--- src/rtl/utils_pkg.sv ---
// Shared AXI4 slave channel bundles, response codes and the boot/reset controller register map.
package utils_pkg;

  typedef struct packed {
    logic [3:0]  awid;
    logic [31:0] awaddr;
    logic [7:0]  awlen;
    logic [2:0]  awsize;
    logic [1:0]  awburst;
    logic        awvalid;
    logic [31:0] wdata;
    logic [3:0]  wstrb;
    logic        wlast;
    logic        wvalid;
    logic        bready;
    logic [3:0]  arid;
    logic [31:0] araddr;
    logic [7:0]  arlen;
    logic [2:0]  arsize;
    logic [1:0]  arburst;
    logic        arvalid;
    logic        rready;
  } s_axi_mosi_t;

  typedef struct packed {
    logic        awready;
    logic        wready;
    logic [3:0]  bid;
    logic [1:0]  bresp;
    logic        bvalid;
    logic        arready;
    logic [3:0]  rid;
    logic [31:0] rdata;
    logic [1:0]  rresp;
    logic        rlast;
    logic        rvalid;
  } s_axi_miso_t;

  localparam logic [1:0]  AXI_OKAY       = 2'b00;
  localparam logic [1:0]  AXI_SLVERR     = 2'b10;
  localparam logic [15:0] BOOT_ADDR_BASE = 16'h0000;
  localparam logic [15:0] CTRL_OFF       = 16'h0100;
  localparam logic [15:0] PULSE_OFF      = 16'h0104;

  typedef enum logic [1:0] {WR_IDLE, WR_HOLD, WR_RESP} wr_state_e;
  typedef enum logic       {RD_IDLE, RD_RESP} rd_state_e;
  typedef enum logic [1:0] {REG_BOOT, REG_CTRL, REG_PULSE, REG_ERR} reg_kind_e;

  // word is the 32-bit word offset (byte address bits [15:2])
  function automatic reg_kind_e decode_reg(logic [13:0] word, int n_cores);
    if (int'(word - BOOT_ADDR_BASE[15:2]) < n_cores) return REG_BOOT;
    if (word == CTRL_OFF[15:2])  return REG_CTRL;
    if (word == PULSE_OFF[15:2]) return REG_PULSE;
    return REG_ERR;
  endfunction

  function automatic logic [31:0] strb_mask(logic [3:0] strb);
    logic [31:0] m;
    for (int b = 0; b < 4; b++) m[8*b +: 8] = {8{strb[b]}};
    return m;
  endfunction

endpackage

--- src/rtl/rst_pulse_gen.sv ---
// Per-core reset generator: holds rst_n_o low for PULSE_CYCLES cycles after start_i, else follows release_i.
// release_i and start_i are next-state values so the output reacts the cycle after the register commit.
module rst_pulse_gen #(
  parameter int   PULSE_CYCLES    = 16,
  parameter logic RST_RELEASE_DEF = 1'b0
) (
  input  logic clk,
  input  logic rst,
  input  logic start_i,
  input  logic release_i,
  output logic busy_o,
  output logic rst_n_o
);

  localparam int CW = $clog2(PULSE_CYCLES + 1);

  logic [CW-1:0] cnt_q, cnt_d;
  logic          rst_n_q, rst_n_d;

  always_comb begin
    cnt_d = cnt_q;
    if (start_i)            cnt_d = CW'(PULSE_CYCLES);
    else if (cnt_q != '0)   cnt_d = cnt_q - CW'(1);
    rst_n_d = release_i && (cnt_d == '0);
  end

  always_ff @(posedge clk or negedge rst) begin
    if (!rst) begin
      cnt_q   <= '0;
      rst_n_q <= RST_RELEASE_DEF;
    end else begin
      cnt_q   <= cnt_d;
      rst_n_q <= rst_n_d;
    end
  end

  assign busy_o  = (cnt_q != '0);
  assign rst_n_o = rst_n_q;

endmodule

--- src/rtl/boot_rst_ctrl.sv ---
// AXI4-lite-style slave holding per-core boot addresses, reset release bits and timed reset pulses.
// Single-beat only: AW/W captured independently, one write outstanding, one read outstanding.
module boot_rst_ctrl
  import utils_pkg::*;
#(
  parameter int          N_CORES         = 2,
  parameter logic [31:0] DEF_BOOT_ADDR   = 32'h8000_0000,
  parameter logic        RST_RELEASE_DEF = 1'b0,
  parameter int          PULSE_CYCLES    = 16
) (
  input  logic                      clk,
  input  logic                      rst,
  input  s_axi_mosi_t               axi_mosi,
  output s_axi_miso_t               axi_miso,
  output logic [N_CORES-1:0][31:0]  rst_addr_o,
  output logic [N_CORES-1:0]        core_rst_n_o
);

  wr_state_e wr_state_q, wr_state_d;
  rd_state_e rd_state_q, rd_state_d;

  logic        aw_held_q, aw_held_d, w_held_q, w_held_d;
  logic [13:0] awword_q, awword_d;
  logic [3:0]  awid_q, awid_d;
  logic [31:0] wdata_q, wdata_d;
  logic [3:0]  wstrb_q, wstrb_d;
  logic [3:0]  bid_q, bid_d, rid_q, rid_d;
  logic [1:0]  bresp_q, bresp_d, rresp_q, rresp_d;
  logic [31:0] rdata_q, rdata_d;

  logic [N_CORES-1:0][31:0] boot_q, boot_d;
  logic [N_CORES-1:0]       ctrl_q, ctrl_d, pulse_start, busy;

  logic        aw_rdy, w_rdy, aw_fire, w_fire, commit;
  logic [13:0] wr_word;
  logic [31:0] wr_data, wr_mask;
  logic [3:0]  wr_strb, wr_id;
  reg_kind_e   wr_kind, rd_kind;

  logic unused_axi;
  assign unused_axi = ^{axi_mosi.awaddr[31:16], axi_mosi.awaddr[1:0], axi_mosi.awlen,
                        axi_mosi.awsize, axi_mosi.awburst, axi_mosi.wlast,
                        axi_mosi.araddr[31:16], axi_mosi.araddr[1:0], axi_mosi.arlen,
                        axi_mosi.arsize, axi_mosi.arburst};

  // A beat that handshakes this cycle merges with a held partner so the commit needs no extra cycle.
  always_comb begin
    aw_rdy  = !aw_held_q && (wr_state_q != WR_RESP);
    w_rdy   = !w_held_q && (wr_state_q != WR_RESP);
    aw_fire = axi_mosi.awvalid && aw_rdy;
    w_fire  = axi_mosi.wvalid && w_rdy;
    wr_word = aw_held_q ? awword_q : axi_mosi.awaddr[15:2];
    wr_id   = aw_held_q ? awid_q   : axi_mosi.awid;
    wr_data = w_held_q  ? wdata_q  : axi_mosi.wdata;
    wr_strb = w_held_q  ? wstrb_q  : axi_mosi.wstrb;
    wr_kind = decode_reg(wr_word, N_CORES);
    commit  = (aw_held_q || aw_fire) && (w_held_q || w_fire);
  end

  always_comb begin
    wr_state_d = wr_state_q;
    aw_held_d  = aw_held_q;
    w_held_d   = w_held_q;
    awword_d   = awword_q;
    awid_d     = awid_q;
    wdata_d    = wdata_q;
    wstrb_d    = wstrb_q;
    bid_d      = bid_q;
    bresp_d    = bresp_q;
    case (wr_state_q)
      WR_IDLE, WR_HOLD: begin
        if (commit) begin
          wr_state_d = WR_RESP;
          aw_held_d  = 1'b0;
          w_held_d   = 1'b0;
          bid_d      = wr_id;
          bresp_d    = (wr_kind == REG_ERR) ? AXI_SLVERR : AXI_OKAY;
        end else begin
          if (aw_fire) begin
            aw_held_d = 1'b1;
            awword_d  = axi_mosi.awaddr[15:2];
            awid_d    = axi_mosi.awid;
          end
          if (w_fire) begin
            w_held_d = 1'b1;
            wdata_d  = axi_mosi.wdata;
            wstrb_d  = axi_mosi.wstrb;
          end
          wr_state_d = (aw_held_d || w_held_d) ? WR_HOLD : WR_IDLE;
        end
      end
      WR_RESP: if (axi_mosi.bready) wr_state_d = WR_IDLE;
      default: wr_state_d = WR_IDLE;
    endcase
  end

  always_comb begin
    boot_d      = boot_q;
    ctrl_d      = ctrl_q;
    pulse_start = '0;
    wr_mask     = strb_mask(wr_strb);
    if (commit) begin
      case (wr_kind)
        REG_BOOT: begin
          for (int i = 0; i < N_CORES; i++)
            if (wr_word == 14'(i)) boot_d[i] = (boot_q[i] & ~wr_mask) | (wr_data & wr_mask);
        end
        REG_CTRL:  ctrl_d = (ctrl_q & ~wr_mask[N_CORES-1:0]) | (wr_data[N_CORES-1:0] & wr_mask[N_CORES-1:0]);
        REG_PULSE: pulse_start = wr_data[N_CORES-1:0] & wr_mask[N_CORES-1:0];
        default: ;
      endcase
    end
  end

  // Read data is sampled from the current registers, so a same-cycle commit is not visible.
  always_comb begin
    rd_state_d = rd_state_q;
    rid_d      = rid_q;
    rdata_d    = rdata_q;
    rresp_d    = rresp_q;
    rd_kind    = decode_reg(axi_mosi.araddr[15:2], N_CORES);
    case (rd_state_q)
      RD_IDLE: begin
        if (axi_mosi.arvalid) begin
          rd_state_d = RD_RESP;
          rid_d      = axi_mosi.arid;
          rdata_d    = '0;
          rresp_d    = AXI_OKAY;
          case (rd_kind)
            REG_BOOT: begin
              for (int i = 0; i < N_CORES; i++)
                if (axi_mosi.araddr[15:2] == 14'(i)) rdata_d = boot_q[i];
            end
            REG_CTRL:  rdata_d = 32'(ctrl_q);
            REG_PULSE: rdata_d = 32'(busy);
            default:   rresp_d = AXI_SLVERR;
          endcase
        end
      end
      RD_RESP: if (axi_mosi.rready) rd_state_d = RD_IDLE;
      default: rd_state_d = RD_IDLE;
    endcase
  end

  always_ff @(posedge clk or negedge rst) begin
    if (!rst) begin
      wr_state_q <= WR_IDLE;
      rd_state_q <= RD_IDLE;
      aw_held_q  <= 1'b0;
      w_held_q   <= 1'b0;
      awword_q   <= '0;
      awid_q     <= '0;
      wdata_q    <= '0;
      wstrb_q    <= '0;
      bid_q      <= '0;
      bresp_q    <= AXI_OKAY;
      rid_q      <= '0;
      rdata_q    <= '0;
      rresp_q    <= AXI_OKAY;
      boot_q     <= {N_CORES{DEF_BOOT_ADDR}};
      ctrl_q     <= {N_CORES{RST_RELEASE_DEF}};
    end else begin
      wr_state_q <= wr_state_d;
      rd_state_q <= rd_state_d;
      aw_held_q  <= aw_held_d;
      w_held_q   <= w_held_d;
      awword_q   <= awword_d;
      awid_q     <= awid_d;
      wdata_q    <= wdata_d;
      wstrb_q    <= wstrb_d;
      bid_q      <= bid_d;
      bresp_q    <= bresp_d;
      rid_q      <= rid_d;
      rdata_q    <= rdata_d;
      rresp_q    <= rresp_d;
      boot_q     <= boot_d;
      ctrl_q     <= ctrl_d;
    end
  end

  for (genvar g = 0; g < N_CORES; g++) begin : g_core
    rst_pulse_gen #(
      .PULSE_CYCLES    (PULSE_CYCLES),
      .RST_RELEASE_DEF (RST_RELEASE_DEF)
    ) u_pulse (
      .clk       (clk),
      .rst       (rst),
      .start_i   (pulse_start[g]),
      .release_i (ctrl_d[g]),
      .busy_o    (busy[g]),
      .rst_n_o   (core_rst_n_o[g])
    );
  end

  always_comb begin
    axi_miso         = '0;
    axi_miso.awready = aw_rdy;
    axi_miso.wready  = w_rdy;
    axi_miso.bid     = bid_q;
    axi_miso.bresp   = bresp_q;
    axi_miso.bvalid  = (wr_state_q == WR_RESP);
    axi_miso.arready = (rd_state_q == RD_IDLE);
    axi_miso.rid     = rid_q;
    axi_miso.rdata   = rdata_q;
    axi_miso.rresp   = rresp_q;
    axi_miso.rlast   = (rd_state_q == RD_RESP);
    axi_miso.rvalid  = (rd_state_q == RD_RESP);
  end

  assign rst_addr_o = boot_q;

endmodule
--- config.mk ---
export PLATFORM = sky130hd
export DESIGN_NAME = boot_rst_ctrl
export DESIGN_NICKNAME = d
export VERILOG_FILES = /design/src/rtl/utils_pkg.sv /design/src/rtl/rst_pulse_gen.sv /design/src/rtl/boot_rst_ctrl.sv
export SDC_FILE = /design/constraint.sdc
export NUM_CORES = 1
export LEC_CHECK = 0
export BUFFER_PORTS_ARGS = -buffer_cell sky130_fd_sc_hd__buf_2
export CAP_MARGIN = 20
export CORE_AREA = 2 2 146 148
export CTS_BUF_LIST = sky130_fd_sc_hd__clkbuf_8
export DETAILED_ROUTE_END_ITERATION = 8
export DIE_AREA = 0 0 148 150
export PLACE_DENSITY = 0.62
export SYNTH_ARGS = -nofsm -noshare
export SYNTH_HDL_FRONTEND = slang
export SYNTH_SLANG_ARGS = --single-unit
--- constraint.sdc ---
create_clock -name clk -period 5 [get_ports clk]
set_input_delay 0.25 -clock clk [delete_from_list [all_inputs] [get_ports clk]]
set_output_delay 0.25 -clock clk [all_outputs]
set_load 0.005 [all_outputs]
==> results.cfg <==
[hold_path]
hold_path.startpoint = axi_mosi[50]
hold_path_depth = 2
hold-path-endpoint = rid_q[3]
hold_path_class = in -> reg

[sta]
setup_viol = 0
period_share_pct = 60.26
finalCriticalPeriod_ns = 3.013
hold_viol = 0
drv_slew = 0
rsz0062_at_grt = false
fmax_ghz = 0.3319
relSlewSlack_pct = 42.84
worst_pin_slew_ns = 0.8574
finClkSkew_ns = 0.01524
fin_tns_setup_ns = 0

[logic_synthesis]
synth_area_leaders = dfrtp_1, mux2_2, nand2_1
synth.largest_area_cell = dfrtp_1
synth-edff-count = 0
ys_types = 51
synth_seq_cells = 179
synth_warnings = 0
ys_seq_area_share_pct = 56.72
synthTopCellsByCount = dfrtp_1, mux2_2, nand2_1
synth_most_common_cell = dfrtp_1
synth.top_cell.area_share_pct = 56.06
async_flop_share_pct = 100.0
synth-main-ff-cell = dfrtp_1
syn_avg_cell_area_sq_um = 13.08
synthCells = 604
syn_area_sq_mm = 0.007901

[place]
hpwl_mm = 13.24
place_congestion = 0.7404
port_buffers = 192

[finish]
area_growth_pct = 21.60
fin_nets = 938
layout-drive-gt1-share_pct = 51.62
final_util_pct = 46.44

[grt]
antenna_found_initial = 5
grt_pass1_vias = 5510
grt_max_degree = 105
grt_overflow = 0
grt_pass1_wl_mm = 31.13
grt_use_total_pct = 18.02

[pwr]
p_clk_share_pct = 25.5
vdd_ir_drop_max_v = 0.0002330
p_sw_share_pct = 30.81
total_power_w = 0.004013
seq_power_share_pct = 48.2
power.leakage_nw = 4.917
p_per_area_mw_per_mm2 = 417.7
p_comb_share_pct = 26.3
p_int_w = 0.002777
power.switching_w = 0.001236

[floorplan]
die_w_microns = 148
fp-row-count = 53
die_h_microns = 150
core-area_sq_mm = 0.02069
ios = 258
start_util_pct = 38.19
die-area_sq_mm = 0.02220

[clocking]
hold_buffers = 7
clkTransAtPathRegs_ns = 0.10
cts_repair_resize_count = 0
cts_root_buffer = clkbuf_8
clock_path_buffers = 2
clock_sinks = 179
tritoncts = built
post_cts_buffers = 0
insertion_delay_ns = 0.45
cts_buffers = 17
htree_levels = 4

[routing]
drt_iter0_markers = 223
dr.pass1.iters = 4
vias = 5470
ant_nets = 0
drcViolationCount = 0
wl_per_cell_microns = 17.98
wirelength_mm = 19.44
viasPerCell = 5.060

[critical_path]
critPathArrivalTime_ns = 3.34
r2r-start = aw_held_q
worstPathRequired_ns = 5.33
max_stage_delay_ns = 0.86
crit_slowest_cell = dfrtp_1
critPathCaptureType = flop
crit_chain = nor4b_1, o22a_1, o21ai_2, nor3b_4, mux2_2
r2r.worst_path.cells = 5
setup.worst_path.start_class = flop
critPathKind = reg -> reg
worst-path-max-fanout = 21
reg2reg_setup_slack_ns = 1.99

[job]
cap_violations = 0

[status]
outcome = finished, final reports clean
-- layer usage --
| layer | GRT usage [%] | share of wire, % | up-vias |
|---|---|---|---|
| li1 | - | - | 2541 |
| met5 | 0 | 0.057 | - |
| met2 | 28.15 | 46 | 166 |
| met4 | 4.238 | 1.2 | 2 |
| met3 | 4.909 | 6.3 | 16 |
| met1 | 25.10 | 46 | 2745 |
-- metrics by stage --
stage	hold WS, ns	worst slack (ns)	cell area [sq um]	std cells
floorplan	-0.04559	2.102	7905	605
global placement	0.3360	2.030	9120	1040
detailed placement	0.3224	1.977	9120	1040
CTS	0.001118	1.941	9603	1079
global route	0.005054	1.704	9603	1079
finish	0.03760	1.987	9608	1081
-- kinds of logic (layout without fill, tap and decap cells) --
kind of cell	Yosys count	count (layout)	share of synthesized area [%]
other cells	1	4	0.04746
flops	179	179	56.72
buf+inv	51	250	2.866
simple gates	132	132	8.393
mux	169	169	24.31
xor+xnor	5	5	0.5542
fa+ha+maj	5	5	0.7918
compound gates	62	62	6.318
-- placed cells by master (no fill, tap or decap), types with 3 or more instances in the layout --
cell type | netlist | routed
clkinvlp_4 | 0 | 3
clkbuf_8 | 0 | 17
dlygate4sd3_1 | 0 | 7
nor4_1 | 7 | 7
nor2_2 | 6 | 6
nand2_1 | 74 | 73
clkinv_4 | 0 | 4
buf_2 | 4 | 191
mux2i_1 | 4 | 4
xnor2_1 | 5 | 5
nand2b_1 | 3 | 3
o32ai_1 | 3 | 3
o221ai_1 | 29 | 29
nor2_1 | 17 | 17
ha_1 | 5 | 5
dfrtp_1 | 177 | 176
a22o_1 | 3 | 3
o2111a_1 | 3 | 3
nor3_1 | 5 | 4
a21oi_1 | 3 | 3
mux2_2 | 162 | 162
inv_1 | 13 | 13
buf_4 | 8 | 5
o21ai_0 | 7 | 7
-- cell type report --
cell class,count,area [sq um]
clock inverter,15,178.9
timing repair buffer,205,1095
sequential,179,4483
multi-input combinational,375,3219
clock buffer,17,234.0
fill,1972,11080
inverter,13,48.80
tap,275,344.1
antenna,2,5.005
-- critical path: cells and delay by family (launching register included) --
kind               cells  cell delay, ns
muxes                  1            0.41
DFF                    1            0.86
AOI/OAI and AO/OA      2            0.63
and+or+nand+nor        2            0.99
-- worst max-delay path by stage --
stage | from | end | cells past startpoint
floorplan | w_held_q | wdata_q[10] | 8
global placement | aw_held_q | flop | 5
detailed placement | aw_held_q | flop | 5
CTS | aw_held_q | flop | 5
global route | aw_held_q | flop | 5
finish | aw_held_q | flop | 5
-- power by group through the flow --
stage               clock network, W  registers [W]  logic (W)
CTS                          0.00107        0.00193    0.00108
finish                       0.00102        0.00193    0.00105
detailed placement                 0        0.00196    0.00107
global route                 0.00112        0.00198    0.00118
floorplan                          0        0.00190   0.000832
global placement                   0        0.00195    0.00105
No activity file was read; power rests on OpenSTA's default activity.
